**src/rtl/core_wbu_pkg.sv**
```systemverilog
// core_wbu_pkg: shared writeback-unit encodings.
// Holds source codes, one-hot select positions, FSM states and XLEN default.
package core_wbu_pkg;

    localparam int XLEN_DEF = 32;

    localparam logic [2:0] WB_SRC_NONE   = 3'd0;
    localparam logic [2:0] WB_SRC_IMME   = 3'd1;
    localparam logic [2:0] WB_SRC_PC     = 3'd2;
    localparam logic [2:0] WB_SRC_PC_SEQ = 3'd3;
    localparam logic [2:0] WB_SRC_CSR    = 3'd4;
    localparam logic [2:0] WB_SRC_MEM    = 3'd5;
    localparam logic [2:0] WB_SRC_ALU    = 3'd6;
    localparam logic [2:0] WB_SRC_RSVD   = 3'd7;

    localparam int WB_OH_W      = 6;
    localparam int WB_OH_IMME   = 0;
    localparam int WB_OH_PC     = 1;
    localparam int WB_OH_PC_SEQ = 2;
    localparam int WB_OH_CSR    = 3;
    localparam int WB_OH_MEM    = 4;
    localparam int WB_OH_ALU    = 5;

    typedef enum logic [1:0] {
        WBU_ST_IDLE     = 2'd0,
        WBU_ST_WAIT_MEM = 2'd1,
        WBU_ST_COMMIT   = 2'd2
    } wbu_state_e;

endpackage

```
**src/rtl/core_wbu_if.sv**
```systemverilog
// core_wbu_if: retire handshake from EXU/LSU plus GPR write port.
// slave = writeback unit side, master = upstream/GPR environment side.
interface core_wbu_if #(
    parameter int XLEN = core_wbu_pkg::XLEN_DEF
);
    logic            wbu_rx_valid;
    logic            wbu_rx_ready;
    logic [4:0]      wbu_rx_rd_idx;
    logic [2:0]      wbu_rx_src;
    logic [XLEN-1:0] wbu_rx_pc;
    logic [XLEN-1:0] wbu_rx_imme;
    logic [XLEN-1:0] wbu_rx_pc_seq;
    logic [XLEN-1:0] wbu_rx_csr;
    logic [XLEN-1:0] wbu_rx_exu_res;
    logic            wbu_rx_mem_valid;
    logic [XLEN-1:0] wbu_rx_mem_data;

    logic            wbu_tx_gpr_ready;
    logic [4:0]      wbu_tx_rd_idx;
    logic [XLEN-1:0] wbu_tx_imme;
    logic [XLEN-1:0] wbu_tx_pc;
    logic [XLEN-1:0] wbu_tx_pc_seq;
    logic [XLEN-1:0] wbu_tx_csr;
    logic [XLEN-1:0] wbu_tx_mem;
    logic [XLEN-1:0] wbu_tx_exu_res;
    logic            wbu_tx_imme_valid;
    logic            wbu_tx_pc_valid;
    logic            wbu_tx_pc_seq_valid;
    logic            wbu_tx_csr_valid;
    logic            wbu_tx_mem_valid;
    logic            wbu_tx_alu_valid;
    logic            wbu_tx_commit;
    logic [XLEN-1:0] wbu_tx_commit_pc;
    logic            wbu_tx_timeout;

    modport slave (
        input  wbu_rx_valid, wbu_rx_rd_idx, wbu_rx_src, wbu_rx_pc,
        input  wbu_rx_imme, wbu_rx_pc_seq, wbu_rx_csr, wbu_rx_exu_res,
        input  wbu_rx_mem_valid, wbu_rx_mem_data, wbu_tx_gpr_ready,
        output wbu_rx_ready, wbu_tx_rd_idx,
        output wbu_tx_imme, wbu_tx_pc, wbu_tx_pc_seq, wbu_tx_csr,
        output wbu_tx_mem, wbu_tx_exu_res,
        output wbu_tx_imme_valid, wbu_tx_pc_valid, wbu_tx_pc_seq_valid,
        output wbu_tx_csr_valid, wbu_tx_mem_valid, wbu_tx_alu_valid,
        output wbu_tx_commit, wbu_tx_commit_pc, wbu_tx_timeout
    );

    modport master (
        output wbu_rx_valid, wbu_rx_rd_idx, wbu_rx_src, wbu_rx_pc,
        output wbu_rx_imme, wbu_rx_pc_seq, wbu_rx_csr, wbu_rx_exu_res,
        output wbu_rx_mem_valid, wbu_rx_mem_data, wbu_tx_gpr_ready,
        input  wbu_rx_ready, wbu_tx_rd_idx,
        input  wbu_tx_imme, wbu_tx_pc, wbu_tx_pc_seq, wbu_tx_csr,
        input  wbu_tx_mem, wbu_tx_exu_res,
        input  wbu_tx_imme_valid, wbu_tx_pc_valid, wbu_tx_pc_seq_valid,
        input  wbu_tx_csr_valid, wbu_tx_mem_valid, wbu_tx_alu_valid,
        input  wbu_tx_commit, wbu_tx_commit_pc, wbu_tx_timeout
    );

endinterface

```
**src/rtl/core_wbu_src_dec.sv**
```systemverilog
// core_wbu_src_dec: 3-bit writeback source to one-hot GPR select.
// Ports: src_i (source code), rd_i (dest reg), oh_o (one-hot, zero when rd_i==0).
module core_wbu_src_dec
    import core_wbu_pkg::*;
(
    input  logic [2:0]         src_i,
    input  logic [4:0]         rd_i,
    output logic [WB_OH_W-1:0] oh_o
);

    // x0 is hardwired zero, so no write select is ever raised for it.
    always_comb begin
        oh_o = '0;
        if (rd_i != 5'd0) begin
            case (src_i)
                WB_SRC_IMME:   oh_o[WB_OH_IMME]   = 1'b1;
                WB_SRC_PC:     oh_o[WB_OH_PC]     = 1'b1;
                WB_SRC_PC_SEQ: oh_o[WB_OH_PC_SEQ] = 1'b1;
                WB_SRC_CSR:    oh_o[WB_OH_CSR]    = 1'b1;
                WB_SRC_MEM:    oh_o[WB_OH_MEM]    = 1'b1;
                WB_SRC_ALU:    oh_o[WB_OH_ALU]    = 1'b1;
                default:       oh_o               = '0;
            endcase
        end
    end

endmodule

```
**src/rtl/core_wbu.sv**
```systemverilog
// core_wbu: writeback unit, retires one instruction per handshake to the GPR.
// Ports: clk, rstn (async active-low), wbu (core_wbu_if.slave: rx handshake,
// load response, GPR write port, commit/trace, timeout). Optional load
// timeout enabled by defining CORE_WBU_TIMEOUT_EN.
module core_wbu
    import core_wbu_pkg::*;
#(
    parameter int XLEN        = XLEN_DEF,
    parameter int MEM_TIMEOUT = 255
) (
    input  logic      clk,
    input  logic      rstn,
    core_wbu_if.slave wbu
);

    wbu_state_e         state_q;
    logic [4:0]         rd_q;
    logic [XLEN-1:0]    imme_q;
    logic [XLEN-1:0]    pc_q;
    logic [XLEN-1:0]    pc_seq_q;
    logic [XLEN-1:0]    csr_q;
    logic [XLEN-1:0]    mem_q;
    logic [XLEN-1:0]    exu_q;
    logic [WB_OH_W-1:0] oh_q;
    logic               commit_q;
    logic               timeout_q;

    logic               rx_ready;
    logic               xfer;
    logic               is_load;
    logic               to_hit;
    logic [2:0]         dec_src;
    logic [4:0]         dec_rd;
    logic [WB_OH_W-1:0] dec_oh;

    assign rx_ready = rstn &&
        ((state_q == WBU_ST_IDLE) ||
         (state_q == WBU_ST_COMMIT && wbu.wbu_tx_gpr_ready));
    assign xfer    = wbu.wbu_rx_valid && rx_ready;
    assign is_load = (wbu.wbu_rx_src == WB_SRC_MEM);

    // While waiting, the selects come from the captured load, otherwise
    // from the instruction being handed over right now.
    assign dec_src = (state_q == WBU_ST_WAIT_MEM) ? WB_SRC_MEM : wbu.wbu_rx_src;
    assign dec_rd  = (state_q == WBU_ST_WAIT_MEM) ? rd_q : wbu.wbu_rx_rd_idx;

    core_wbu_src_dec u_src_dec (
        .src_i (dec_src),
        .rd_i  (dec_rd),
        .oh_o  (dec_oh)
    );

`ifdef CORE_WBU_TIMEOUT_EN
    localparam int TO_W =
        ($clog2(MEM_TIMEOUT + 1) > 8) ? $clog2(MEM_TIMEOUT + 1) : 8;

    logic [TO_W-1:0] to_cnt_q;

    // Counter sits at zero outside WAIT_MEM, so each wait starts fresh.
    assign to_hit = (state_q == WBU_ST_WAIT_MEM) && !wbu.wbu_rx_mem_valid &&
                    (to_cnt_q == TO_W'(MEM_TIMEOUT - 1));

    always_ff @(posedge clk or negedge rstn) begin
        if (!rstn) begin
            to_cnt_q  <= '0;
            timeout_q <= 1'b0;
        end else begin
            if (state_q != WBU_ST_WAIT_MEM) begin
                to_cnt_q <= '0;
            end else if (!wbu.wbu_rx_mem_valid) begin
                to_cnt_q <= to_cnt_q + 1'b1;
            end
            if (to_hit) begin
                timeout_q <= 1'b1;
            end
        end
    end
`else
    logic unused_mem_timeout;

    assign unused_mem_timeout = (MEM_TIMEOUT != 0);
    assign to_hit             = 1'b0;
    assign timeout_q          = 1'b0;
`endif

    always_ff @(posedge clk or negedge rstn) begin
        if (!rstn) begin
            state_q  <= WBU_ST_IDLE;
            rd_q     <= '0;
            imme_q   <= '0;
            pc_q     <= '0;
            pc_seq_q <= '0;
            csr_q    <= '0;
            mem_q    <= '0;
            exu_q    <= '0;
            oh_q     <= '0;
            commit_q <= 1'b0;
        end else if (xfer) begin
            rd_q     <= wbu.wbu_rx_rd_idx;
            imme_q   <= wbu.wbu_rx_imme;
            pc_q     <= wbu.wbu_rx_pc;
            pc_seq_q <= wbu.wbu_rx_pc_seq;
            csr_q    <= wbu.wbu_rx_csr;
            exu_q    <= wbu.wbu_rx_exu_res;
            if (!is_load || wbu.wbu_rx_mem_valid) begin
                state_q  <= WBU_ST_COMMIT;
                oh_q     <= dec_oh;
                commit_q <= 1'b1;
                if (is_load) begin
                    mem_q <= wbu.wbu_rx_mem_data;
                end
            end else begin
                state_q  <= WBU_ST_WAIT_MEM;
                oh_q     <= '0;
                commit_q <= 1'b0;
            end
        end else begin
            unique case (state_q)
                WBU_ST_WAIT_MEM: begin
                    if (wbu.wbu_rx_mem_valid || to_hit) begin
                        state_q  <= WBU_ST_COMMIT;
                        oh_q     <= dec_oh;
                        commit_q <= 1'b1;
                        mem_q    <= wbu.wbu_rx_mem_valid ?
                                    wbu.wbu_rx_mem_data : '0;
                    end
                end
                WBU_ST_COMMIT: begin
                    if (wbu.wbu_tx_gpr_ready) begin
                        state_q  <= WBU_ST_IDLE;
                        oh_q     <= '0;
                        commit_q <= 1'b0;
                    end
                end
                default: begin
                end
            endcase
        end
    end

    assign wbu.wbu_rx_ready        = rx_ready;
    assign wbu.wbu_tx_rd_idx       = rd_q;
    assign wbu.wbu_tx_imme         = imme_q;
    assign wbu.wbu_tx_pc           = pc_q;
    assign wbu.wbu_tx_pc_seq       = pc_seq_q;
    assign wbu.wbu_tx_csr          = csr_q;
    assign wbu.wbu_tx_mem          = mem_q;
    assign wbu.wbu_tx_exu_res      = exu_q;
    assign wbu.wbu_tx_imme_valid   = oh_q[WB_OH_IMME];
    assign wbu.wbu_tx_pc_valid     = oh_q[WB_OH_PC];
    assign wbu.wbu_tx_pc_seq_valid = oh_q[WB_OH_PC_SEQ];
    assign wbu.wbu_tx_csr_valid    = oh_q[WB_OH_CSR];
    assign wbu.wbu_tx_mem_valid    = oh_q[WB_OH_MEM];
    assign wbu.wbu_tx_alu_valid    = oh_q[WB_OH_ALU];
    assign wbu.wbu_tx_commit       = commit_q;
    assign wbu.wbu_tx_commit_pc    = pc_q;
    assign wbu.wbu_tx_timeout      = timeout_q;

endmodule

```
**src/flat_wrapper.sv**
```systemverilog
// flat-port wrapper written by rule: the top's interface ports become plain ports
module core_wbu_flat import core_wbu_pkg::*;
#(
    parameter int XLEN        = XLEN_DEF,
    parameter int MEM_TIMEOUT = 255
)
  (clk, rstn, wbu_wbu_rx_valid, wbu_wbu_rx_rd_idx, wbu_wbu_rx_src, wbu_wbu_rx_pc, wbu_wbu_rx_imme, wbu_wbu_rx_pc_seq, wbu_wbu_rx_csr, wbu_wbu_rx_exu_res, wbu_wbu_rx_mem_valid, wbu_wbu_rx_mem_data, wbu_wbu_tx_gpr_ready, wbu_wbu_rx_ready, wbu_wbu_tx_rd_idx, wbu_wbu_tx_imme, wbu_wbu_tx_pc, wbu_wbu_tx_pc_seq, wbu_wbu_tx_csr, wbu_wbu_tx_mem, wbu_wbu_tx_exu_res, wbu_wbu_tx_imme_valid, wbu_wbu_tx_pc_valid, wbu_wbu_tx_pc_seq_valid, wbu_wbu_tx_csr_valid, wbu_wbu_tx_mem_valid, wbu_wbu_tx_alu_valid, wbu_wbu_tx_commit, wbu_wbu_tx_commit_pc, wbu_wbu_tx_timeout);
  core_wbu_if #(.XLEN(XLEN)) wbu_i ();
  input  logic clk;
  input  logic rstn;
  input wire logic [$bits(wbu_i.wbu_rx_valid)-1:0] wbu_wbu_rx_valid;
  input wire logic [$bits(wbu_i.wbu_rx_rd_idx)-1:0] wbu_wbu_rx_rd_idx;
  input wire logic [$bits(wbu_i.wbu_rx_src)-1:0] wbu_wbu_rx_src;
  input wire logic [$bits(wbu_i.wbu_rx_pc)-1:0] wbu_wbu_rx_pc;
  input wire logic [$bits(wbu_i.wbu_rx_imme)-1:0] wbu_wbu_rx_imme;
  input wire logic [$bits(wbu_i.wbu_rx_pc_seq)-1:0] wbu_wbu_rx_pc_seq;
  input wire logic [$bits(wbu_i.wbu_rx_csr)-1:0] wbu_wbu_rx_csr;
  input wire logic [$bits(wbu_i.wbu_rx_exu_res)-1:0] wbu_wbu_rx_exu_res;
  input wire logic [$bits(wbu_i.wbu_rx_mem_valid)-1:0] wbu_wbu_rx_mem_valid;
  input wire logic [$bits(wbu_i.wbu_rx_mem_data)-1:0] wbu_wbu_rx_mem_data;
  input wire logic [$bits(wbu_i.wbu_tx_gpr_ready)-1:0] wbu_wbu_tx_gpr_ready;
  output wire logic [$bits(wbu_i.wbu_rx_ready)-1:0] wbu_wbu_rx_ready;
  output wire logic [$bits(wbu_i.wbu_tx_rd_idx)-1:0] wbu_wbu_tx_rd_idx;
  output wire logic [$bits(wbu_i.wbu_tx_imme)-1:0] wbu_wbu_tx_imme;
  output wire logic [$bits(wbu_i.wbu_tx_pc)-1:0] wbu_wbu_tx_pc;
  output wire logic [$bits(wbu_i.wbu_tx_pc_seq)-1:0] wbu_wbu_tx_pc_seq;
  output wire logic [$bits(wbu_i.wbu_tx_csr)-1:0] wbu_wbu_tx_csr;
  output wire logic [$bits(wbu_i.wbu_tx_mem)-1:0] wbu_wbu_tx_mem;
  output wire logic [$bits(wbu_i.wbu_tx_exu_res)-1:0] wbu_wbu_tx_exu_res;
  output wire logic [$bits(wbu_i.wbu_tx_imme_valid)-1:0] wbu_wbu_tx_imme_valid;
  output wire logic [$bits(wbu_i.wbu_tx_pc_valid)-1:0] wbu_wbu_tx_pc_valid;
  output wire logic [$bits(wbu_i.wbu_tx_pc_seq_valid)-1:0] wbu_wbu_tx_pc_seq_valid;
  output wire logic [$bits(wbu_i.wbu_tx_csr_valid)-1:0] wbu_wbu_tx_csr_valid;
  output wire logic [$bits(wbu_i.wbu_tx_mem_valid)-1:0] wbu_wbu_tx_mem_valid;
  output wire logic [$bits(wbu_i.wbu_tx_alu_valid)-1:0] wbu_wbu_tx_alu_valid;
  output wire logic [$bits(wbu_i.wbu_tx_commit)-1:0] wbu_wbu_tx_commit;
  output wire logic [$bits(wbu_i.wbu_tx_commit_pc)-1:0] wbu_wbu_tx_commit_pc;
  output wire logic [$bits(wbu_i.wbu_tx_timeout)-1:0] wbu_wbu_tx_timeout;
  assign wbu_i.wbu_rx_valid = wbu_wbu_rx_valid;
  assign wbu_i.wbu_rx_rd_idx = wbu_wbu_rx_rd_idx;
  assign wbu_i.wbu_rx_src = wbu_wbu_rx_src;
  assign wbu_i.wbu_rx_pc = wbu_wbu_rx_pc;
  assign wbu_i.wbu_rx_imme = wbu_wbu_rx_imme;
  assign wbu_i.wbu_rx_pc_seq = wbu_wbu_rx_pc_seq;
  assign wbu_i.wbu_rx_csr = wbu_wbu_rx_csr;
  assign wbu_i.wbu_rx_exu_res = wbu_wbu_rx_exu_res;
  assign wbu_i.wbu_rx_mem_valid = wbu_wbu_rx_mem_valid;
  assign wbu_i.wbu_rx_mem_data = wbu_wbu_rx_mem_data;
  assign wbu_i.wbu_tx_gpr_ready = wbu_wbu_tx_gpr_ready;
  assign wbu_wbu_rx_ready = wbu_i.wbu_rx_ready;
  assign wbu_wbu_tx_rd_idx = wbu_i.wbu_tx_rd_idx;
  assign wbu_wbu_tx_imme = wbu_i.wbu_tx_imme;
  assign wbu_wbu_tx_pc = wbu_i.wbu_tx_pc;
  assign wbu_wbu_tx_pc_seq = wbu_i.wbu_tx_pc_seq;
  assign wbu_wbu_tx_csr = wbu_i.wbu_tx_csr;
  assign wbu_wbu_tx_mem = wbu_i.wbu_tx_mem;
  assign wbu_wbu_tx_exu_res = wbu_i.wbu_tx_exu_res;
  assign wbu_wbu_tx_imme_valid = wbu_i.wbu_tx_imme_valid;
  assign wbu_wbu_tx_pc_valid = wbu_i.wbu_tx_pc_valid;
  assign wbu_wbu_tx_pc_seq_valid = wbu_i.wbu_tx_pc_seq_valid;
  assign wbu_wbu_tx_csr_valid = wbu_i.wbu_tx_csr_valid;
  assign wbu_wbu_tx_mem_valid = wbu_i.wbu_tx_mem_valid;
  assign wbu_wbu_tx_alu_valid = wbu_i.wbu_tx_alu_valid;
  assign wbu_wbu_tx_commit = wbu_i.wbu_tx_commit;
  assign wbu_wbu_tx_commit_pc = wbu_i.wbu_tx_commit_pc;
  assign wbu_wbu_tx_timeout = wbu_i.wbu_tx_timeout;
  core_wbu #(.XLEN(XLEN), .MEM_TIMEOUT(MEM_TIMEOUT)) u_core (.clk(clk), .rstn(rstn), .wbu(wbu_i));
endmodule
```
**config.mk**
```make
export PLATFORM = sky130hd
export DESIGN_NAME = core_wbu_flat
export DESIGN_NICKNAME = d
export VERILOG_FILES = /design/src/rtl/core_wbu_pkg.sv /design/src/rtl/core_wbu_if.sv /design/src/rtl/core_wbu_src_dec.sv /design/src/rtl/core_wbu.sv /design/src/flat_wrapper.sv
export SDC_FILE = /design/constraint.sdc
export NUM_CORES = 1
export LEC_CHECK = 0
export CAP_MARGIN = 20
export CORE_AREA = 10 10 163 165
export DETAILED_ROUTE_END_ITERATION = 8
export DIE_AREA = 0 0 173 175
export DONT_BUFFER_PORTS = 1
export PLACE_DENSITY_LB_ADDON = 0.3
export SLEW_MARGIN = 20
export SYNTH_ARGS = -nofsm -noshare
export SYNTH_HDL_FRONTEND = slang
export SYNTH_SLANG_ARGS = --single-unit
```
**constraint.sdc**
```tcl
create_clock -name clk -period 2.1 [get_ports clk]
set_input_delay 0.525 -clock clk [delete_from_list [all_inputs] [get_ports clk]]
set_output_delay 0.525 -clock clk [all_outputs]
set_load 0.05 [all_outputs]
```
# == After elaboration in Yosys (flattened, before gate mapping) ==
# Cells that the tools add are included.
# totals
output_inout_bits,238
input_bits,205
register_bits,206
# classes
n_eq_ne,13
muxes,29
n_reduce_logical,13
# op_table
op,count
32-bit two-way mux,5
6-bit two-way mux,5
3-bit == test (second input constant),4
6-bit one-hot mux with 2 select lines,1
1-bit two-way mux,10
2-bit two-way mux,4
3-bit by 2-bit == test with 1-bit output (second input constant),2
3-bit by 2-bit != test with 1-bit output (second input constant),2
5-bit two-way mux,1
5-bit nonzero test,1
2-bit != test (second input constant),2
2-bit one-hot mux with 2 select lines,1
4-bit AND reduction,1
2-bit nonzero test,2
3-bit by 1-bit == test with 1-bit output (second input constant),1
1-bit logical AND,3
3-bit two-way mux,1
3-bit AND reduction,1
3-bit nonzero test,1
2-bit by 1-bit == test with 1-bit output (second input constant),1
2-bit == test (second input constant),1
2-bit zero test,1
1-bit logical OR,2
1-bit one-hot mux with 2 select lines,1
1-bit zero test,1

# == Depth between registers and ports, before layout ==
# Gate-level depths: netlist of run 1.
# depth
depth_word,8
mapped_depth,7
ltp_nobuf,6

# == Cells and area by module ==
# A second synthesis of run 1 with hierarchy kept.
# hier_totals
hier_cells,506
area_unflattened_um2,8099.0
# by_module_without_submodules
mod,cells_each,instances,area_each_um2
core_wbu,492,1,7987.7
core_wbu_src_dec,14,1,111.4

# == Worst setup path after synthesis of run 1 ==
# OpenSTA, ideal clock, no wires.
# synth_timing
path_type,register to register
startpoint,register u_core.state_q[1]
endpoint,"register u_core.mem_q[10], in the netlist u_core.wbu.wbu_tx_mem[10]"
synth_period_minus_slack_ps,2276
stages_incl_launch_ff,8
t_arrival_ps,2149
setup_slack_ps,-176
path_buffers,1
cell_sequence,dfrtp_1 inv_1 ha_1 a21oi_1 nor2_2 a41oi_2 buf_4 mux2_1
# synth_between
elab_chain_cells,7
elab_cells_between_ends,13
cone_classes,eq/ne: 4; mux: 1; reduce/logical: 8
# synth_lines
item,line_no,rtl
"start, declared",core_wbu.sv:16,wbu_state_e state_q;
"start signal, assigned",core_wbu.sv:88,state_q <= WBU_ST_IDLE;
"start signal, assigned",core_wbu.sv:106,state_q <= WBU_ST_COMMIT;
"start signal, assigned",core_wbu.sv:113,state_q <= WBU_ST_WAIT_MEM;
2-bit == test,core_wbu.sv:38,(state_q == WBU_ST_COMMIT && wbu.wbu_tx_gpr_ready));
1-bit logical AND,core_wbu.sv:38,
1-bit logical OR,core_wbu.sv:37,((state_q == WBU_ST_IDLE) ||
1-bit logical AND,core_wbu.sv:36,assign rx_ready = rstn &&
1-bit logical AND,core_wbu.sv:39,assign xfer = wbu.wbu_rx_valid && rx_ready;
2-bit != test (no source line) / 2-bit nonzero test (equally long branches),--,
4-bit AND reduction (no source line),--,
"end signal, assigned",core_wbu.sv:110,mem_q <= wbu.wbu_rx_mem_data;
"end signal, assigned",core_wbu.sv:124,mem_q <= wbu.wbu_rx_mem_valid ?
"end, declared",core_wbu.sv:22,logic [XLEN-1:0] mem_q;
# Parallel ways exist; a longest one is shown, timed or not.
# A chain may end at the register's enable or synchronous reset.

# == Worst setup path after layout of run 1 ==
# layout_timing
startpoint,register u_core.state_q[0]
endpoint,output port wbu_wbu_rx_ready
# layout_between
elab_chain_cells,4
elab_cells_between_ends,5
cone_classes,eq/ne: 1; reduce/logical: 4
# layout_lines
item,line_no,rtl
2-bit == test,core_wbu.sv:38,
1-bit logical AND,core_wbu.sv:38,
1-bit logical OR (*),core_wbu.sv:37,
1-bit logical AND (*),core_wbu.sv:36,
"end, declared",flat_wrapper.sv:22,output wire logic [$bits(wbu_i.wbu_rx_ready)-1:0] wbu_wbu_rx_ready;
# Mark *: on every way between the ends. The rest lies on a longest branch, timed or not.

==> key figures, run 1 <==
Timing
  – Setup_tns: 0 ps
  – Period utilization: 99.75%
  – Worst hold margin: -280.1 ps
  – Final setup fails: 0
  – Pins Over Slew Limit: 0
  – Fin crit period: 2095 ps
  – Layout Skew: 13.44 ps
  – Unrepaired setup endpoints after global routing: yes
  – Slew HR: 36.96%
  – Fmax: 477.4 MHz
  – Worst-Margin Slew: 945.7 ps
  – Final Hold Fails: 205

Run status
  – Failing checks: negative hold slack
  – Status: complete, but fails checks

Synthesis
  – Async SR Flop Fraction: 100.0%
  – Synth Area in Simple Gates: 1.763%
  – Avg Cell Area, Syn: 15.80 µm²
  – Cell variety after synth: 34
  – Cell area after synthesis: 0.008089 mm²
  – Largest family of logic cells by synthesized area: multiplexers
  – Post-synth EDFFs: 0
  – Total number of yosys warnings: 0
  – Sequential fraction of the synthesis area: 63.42%
  – Complex-gate fraction of the synthesized area: 1.748%
  – Cell taking the most area after synthesis: dfrtp_1
  – Top FF cell, synth: dfrtp_1
  – Post-synth top area share: 63.42%
  – Post-synthesis adder-cell area fraction: 0.6187%
  – Synth area leaders: dfrtp_1 (63%), mux2_2 (23%), buf_4 (4.4%)
  – Synth Register Bits: 205
  – Post-synthesis mux area share: 27.42%
  – Net Count, Synth: 721
  – Xor/xnor share of the synthesized area: 0%
  – Cells after Synth: 512

Clock tree
  – H-tree depth: 1
  – Max clock buf depth: 3
  – Worst-Skew Late Latency: 500 ps
  – Clock transition at the registers of the reported paths: 60 ps
  – Num CTS Buffers: 22
  – Clock sinks: 205
  – CTS tree: done
  – CTS root buf: clkbuf_16

Detailed routing
  – Wire per inst: 27.09 µm
  – Drt pass-1 iters: 4
  – DRT Wirelength: 23.30 mm
  – Vias per inst: 4.924
  – Antenna-violating nets left: 0
  – Via total after detailed routing: 4235
  – Iter 0 DRT Violations: 158
  – DRC viols: 0

Final layout
  – Fin nets: 734
  – Final Instance Area: 0.009323 mm²
  – Non-Filler Instances: 860
  – Ant diodes: 0
  – Synth-to-Final Area Change: 15.25%
  – Share of cells above drive strength 1: 47.32%

Floorplan
  – Chip width: 173 µm
  – Die area: 0.03028 mm²
  – Core area: 0.02326 mm²
  – I/O pin count: 443
  – Initial core utilization: 34.77%
  – Die Height: 175 µm
  – Row count: 56

Worst hold path
  – Hold Crit Class: in -> async

Placed design
  – Post-DP Area: 0.008472 mm²
  – Port buffer count: 0
  – Placed Cells incl. Taps: 812
  – Dpl hpwl: 18.01 mm
  – Routability cong.: 0.7951

GRT
  – GRT Total Usage: 14.14%
  – Grt total ovfl: 0
  – Antenna violations before repair: 0
  – Vias in the first global route: 4706
  – First-pass GRT wire length: 33.15 mm
  – Largest net degree at the start of global routing: 209

Setup path
  – Slowest-stage cell, CP: dfrtp_1
  – Reg2Reg Setup Slack: 80 ps
  – Crit path kind: reg -> out
  – CP cell instances: inv_2 > ha_4 > a21o_1 > and2_4 > buf_12
  – Reg2Reg Depth: 8
  – CP endpoint kind: output port
  – Start of the worst register-to-register path: u_core.state_q[0]$_DFFE_PN0P_
  – Crit path DAT: 1570 ps
  – CP max stage delay: 380 ps
  – CP Data Required Time: 1570 ps
  – CP Launch Type: register
  – FF-to-FF End: u_core.wbu.wbu_tx_mem[0]$_DFFE_PN0P_
  – Crit path max fanout: 2

Job
  – Total of max-cap violations: 0
## worst max path at each step
stage / from / to / slack (ps) / cells after the start
5_1_grt: u_core.state_q[0]$_DFFE_PN0P_ / wbu_wbu_rx_ready / -70 / 5
4_1_cts: u_core.state_q[1]$_DFFE_PN0P_ / wbu_wbu_rx_ready / -10 / 5
3_3_place_gp: u_core.state_q[0]$_DFFE_PN0P_ / u_core.wbu.wbu_tx_imme[20]$_DFFE_PN0N_ / 150 / 7
6_report: u_core.state_q[0]$_DFFE_PN0P_ / wbu_wbu_rx_ready / 5 / 5
2_1_floorplan: u_core.state_q[1]$_DFFE_PN0P_ / u_core.wbu.wbu_tx_mem[10]$_DFFE_PN0P_ / 60 / 7
3_5_place_dp: u_core.state_q[1]$_DFFE_PN0P_ / u_core.oh_q[5]$_DFFE_PN0P_ / 60 / 6
## layout make-up
| class | instances | area, µm² |
|---|---|---|
| timing repair buffer | 43 | 452.9 |
| multi-input combinational | 249 | 2621 |
| sequential | 205 | 5131 |
| tap | 319 | 399.1 |
| fill | 2114 | 13940 |
| clock inverter | 9 | 75.07 |
| clock buffer | 31 | 625.6 |
| inverter | 4 | 17.52 |
## worst max-delay path, delay by kind of cell, from the launching register on
kind,cells,cell delay (ps)
compound gates,1,160
fa+ha+maj,1,170
buf+inv,2,220
simple gates,1,140
flops,1,380
## per-layer routing
layer  vias up  routed length [µm]  track usage, %
met2       284               12720           26.62
met4         0                 321           3.126
li1       1790                   -               -
met5         -                   0               0
met1      2135                7324           13.18
met3        26                2934           7.545
## registers in the layout (all words and copies together) (netlist names)
signal and flops:
u_core.wbu.wbu_tx_commit_pc 32, u_core.oh_q 6, u_core.wbu.wbu_tx_csr 32, u_core.wbu.wbu_tx_pc_seq 32, u_core.state_q 2, u_core.wbu.wbu_tx_rd_idx 5
u_core.wbu.wbu_tx_imme 32, u_core.wbu.wbu_tx_mem 32, u_core.wbu.wbu_tx_exu_res 32
## cell usage after synthesis, types with 2 or more instances
| library cell | n |
|---|---|
| nor2_1 | 5 |
| o31ai_1 | 2 |
| and2_1 | 2 |
| nor2b_1 | 2 |
| buf_2 | 7 |
| a21oi_1 | 2 |
| o21ai_0 | 3 |
| mux2_2 | 167 |
| nand2_1 | 10 |
| inv_1 | 4 |
| nand2b_1 | 2 |
| ha_1 | 4 |
| dfrtp_1 | 205 |
| buf_4 | 47 |
| mux2_1 | 30 |
| nand3_1 | 2 |
## cell families after synthesis
logic type | Yosys count
DFF | 205
AOI/OAI and AO/OA | 19
muxes | 197
buffers and inverters | 58
other | 1
adders and majority gates | 4
and+or+nand+nor | 28
## layout by cell type, fill, tap and decap left out, types with 2 or more instances in the layout
cell type / count
inv_1: 2
nor2_1: 5
clkbuf_1: 6
mux2_2: 167
o31ai_1: 2
mux2_1: 30
clkinvlp_4: 2
nand2_1: 10
clkbuf_16: 25
dfrtp_1: 204
nand2b_1: 2
o21ai_0: 3
clkinv_2: 6
nand3_1: 2
nor2b_1: 2
ha_4: 2
buf_4: 34
clkbuf_8: 2
buf_12: 6
ha_1: 2
## metrics by stage
step / utilization, % / setup slack [ps]
4_1_cts: 39.75 / -13.31
6_report: 40.08 / 5.238
3_5_place_dp: 36.42 / 60.18
5_1_grt: 40.08 / -69.73
3_3_place_gp: 36.42 / 150.2
2_1_floorplan: - / 59.06
## what timing repair did
action                     in CTS  in global routing
resized for setup               8                  5
hold endpoints to repair      205                205
setup endpoints to repair       1                 78
gates cloned                    0                  2
pin swaps                       3                  0
buffers inserted                6                  0
Power of run 1 is not shown: default switching activity piles up to over one toggle a cycle in this logic, so the estimate is an artifact.
==> run 2, diff against run 1 <==
--- a/config.mk
+++ b/config.mk
@@ -10,6 +10,7 @@
 export DETAILED_ROUTE_END_ITERATION = 8
 export DIE_AREA = 0 0 173 175
 export DONT_BUFFER_PORTS = 1
+export HOLD_SLACK_MARGIN = 0.1
 export PLACE_DENSITY_LB_ADDON = 0.3
 export SLEW_MARGIN = 20
 export SYNTH_ARGS = -nofsm -noshare
==> run 2 against run 1 <==
Effect of this change:
- the flow still finishes with violations (negative hold slack)
- clock-buffer cell count did not move
- clock skew rose by 0.60 ps
- final area rose by 0.11%
- first-iteration DRC count rose by 21%
- die area did not move
- worst setup slack barely moved
- highest routed layer unchanged
==> key figures, run 2 (same netlist as run 1, synthesis figures left out) <==
Run status
  – Status: complete, but fails checks
  – Failing checks: negative hold slack

Floorplan
  – I/O pin count: 443 (unchanged)
  – Die Height: 175 µm (unchanged)
  – Core area: 0.02326 mm² (unchanged)
  – Chip width: 173 µm (unchanged)
  – Die area: 0.03028 mm² (unchanged)
  – Initial core utilization: 34.77% (unchanged)
  – Row count: 56 (unchanged)

Final layout
  – Synth-to-Final Area Change: 15.38%
  – Non-Filler Instances: 861 (+0.12%)
  – # fillers: 2114 (unchanged)
  – Fin nets: 735 (+0.14%)
  – Most common cell after layout, fill and taps aside: dfrtp_1
  – Most frequent cells in the layout: dfrtp_1 (204), mux2_2 (167), buf_4 (34)
  – Share of cells above drive strength 1: 47.23% (-0.087 points)
  – Ant diodes: 0 (unchanged)

Placed design
  – Dpl hpwl: 18.01 mm (unchanged)
  – Routability cong.: 0.7951 (unchanged)
  – Placed Cells incl. Taps: 812 (unchanged)
  – Port buffer count: 0 (unchanged)

Detailed routing
  – Iter 0 DRT Violations: 191 (+21%)
  – Vias per inst: 4.949 (+0.50%)
  – Antenna-violating nets left: 0 (unchanged)
  – Via total after detailed routing: 4261 (+0.61%)
  – DRC viols: 0 (unchanged)
  – Wire per inst: 27.16 µm (+0.26%)
  – DRT Wirelength: 23.39 mm (+0.37%)
  – Drt pass-1 iters: 4 (unchanged)

Setup path
  – Slowest-stage cell, CP: dfrtp_1
  – CP endpoint kind: output port
  – Start of the worst register-to-register path: u_core.state_q[0]$_DFFE_PN0P_
  – Worst Setup SP: u_core.state_q[0]$_DFFE_PN0P_
  – Reg2Reg Setup Slack: 80 ps (about the same)
  – CP Data Required Time: 1570 ps (about the same)
  – CP Launch Type: register
  – Top Family by Delay on Critical Path: flip-flops
  – CP max stage delay: 380 ps (about the same)
  – FF-to-FF End: u_core.wbu.wbu_tx_mem[0]$_DFFE_PN0P_
  – CP cell instances: inv_2 > ha_4 > a21o_1 > and2_4 > buf_12
  – Crit path kind: reg -> out
  – Reg2Reg Depth: 8 (unchanged)
  – Worst Path Buf+Inv: 2 (unchanged)
  – Crit path max fanout: 2 (unchanged)
  – Crit path DAT: 1570 ps (about the same)

Timing
  – Pins Over Slew Limit: 0 (unchanged)
  – Slew HR: 36.95% (about the same)
  – Unrepaired setup endpoints after global routing: yes
  – Final setup fails: 0 (unchanged)
  – Final Hold Fails: 205 (unchanged)
  – Worst-Margin Slew: 945.8 ps (+0.1284 ps)
  – Period utilization: 99.73% (about the same)
  – Worst hold margin: -280.9 ps (-0.8050 ps)
  – Fin crit period: 2094 ps (-0.4104 ps)
  – Fmax: 477.5 MHz (about the same)
  – Layout Skew: 14.05 ps (+0.6022 ps)

Job
  – Total of max-cap violations: 0 (unchanged)

Clock tree
  – Clock transition at the registers of the reported paths: 60 ps (about the same)
  – CTS root buf: clkbuf_16
  – Clock sinks: 205 (unchanged)
  – CTS tree: done
  – Num CTS Buffers: 22 (unchanged)
  – Worst-Skew Late Latency: 500 ps (about the same)
  – H-tree depth: 1 (unchanged)
  – Max clock buf depth: 3 (unchanged)

GRT
  – Grt total ovfl: 0 (unchanged)
  – GRT Total Usage: 14.14% (unchanged)
  – Antenna violations before repair: 0 (unchanged)
  – First-pass GRT wire length: 33.15 mm (unchanged)
  – Vias in the first global route: 4706 (unchanged)
  – Largest net degree at the start of global routing: 209 (unchanged)

Worst hold path
  – Hold Crit Class: in -> async
==> run 2: cell types whose count changed in the layout (fill, tap and decap cells not counted) <==
cell           change
dlygate4sd3_1      +1
==> run 2: worst max-delay path by stage <==
| stage | endpoint | slack, ps | cells past startpoint |
|---|---|---|---|
| floorplan | u_core.wbu.wbu_tx_mem[10]$_DFFE_PN0P_ | 60 | 7 |
| detailed placement | u_core.oh_q[5]$_DFFE_PN0P_ | 60 | 6 |
| global route | wbu_wbu_rx_ready | -70 | 5 |
| global placement | u_core.wbu.wbu_tx_imme[20]$_DFFE_PN0N_ | 150 | 7 |
| CTS | wbu_wbu_rx_ready | -10 | 5 |
| finish | wbu_wbu_rx_ready | 6 | 5 |
==> run 2: routing by layer <==
metal	vias up	global-route usage, %	wire, µm
met5	-	0	0
met4	0	3.126	323
met3	25	7.545	2942
met2	285	26.62	12760
met1	2159	13.18	7358
li1	1792	-	-
==> run 2: area by class of cell <==
cell class / instances / area [µm²] / area share [%]
clock buffer: 31 / 625.6 / 6.703
clock inverter: 9 / 75.07 / 0.8044
inverter: 4 / 17.52 / 0.1877
multi-input combinational: 249 / 2621 / 28.09
sequential: 205 / 5131 / 54.98
tap: 319 / 399.1 / 4.277
timing repair buffer: 44 / 462.9 / 4.960
==> run 2: worst register-to-register path: cells and delay by family (launching register included) <==
kind                       cells  cell delay [ps]
buffers and inverters          3              470
AOI/OAI and AO/OA              2              450
DFF                            1              380
muxes                          1              350
adders and majority gates      1              170
and+or+nand+nor                1               90
==> run 2: through the flow <==
| step | hold WS (ps) | utilization [%] | area (µm²) | setup slack (ps) | TNS [ps] |
|---|---|---|---|---|---|
| after global placement | 236.4 | 36.42 | 8472 | 150.2 | 0 |
| after CTS | -304.3 | 39.75 | 9248 | -13.31 | -13.31 |
| after detailed placement | 236.1 | 36.42 | 8472 | 60.18 | 0 |
| after floorplan | 229.4 | - | 8094 | 59.06 | 0 |
| after global routing | -306.3 | 40.12 | 9333 | -69.73 | -283.6 |
| final | -280.9 | 40.12 | 9333 | 5.648 | 0 |
==> run 2: what timing repair did <==
item,in CTS,in global routing
gates cloned,0,2
resized for setup,8,5
buffers inserted,6,0
endpoints found under the hold margin,205,206
pin swaps,3,0
endpoints found under the setup margin,1,78
Power of run 2 is left out for the same reason.
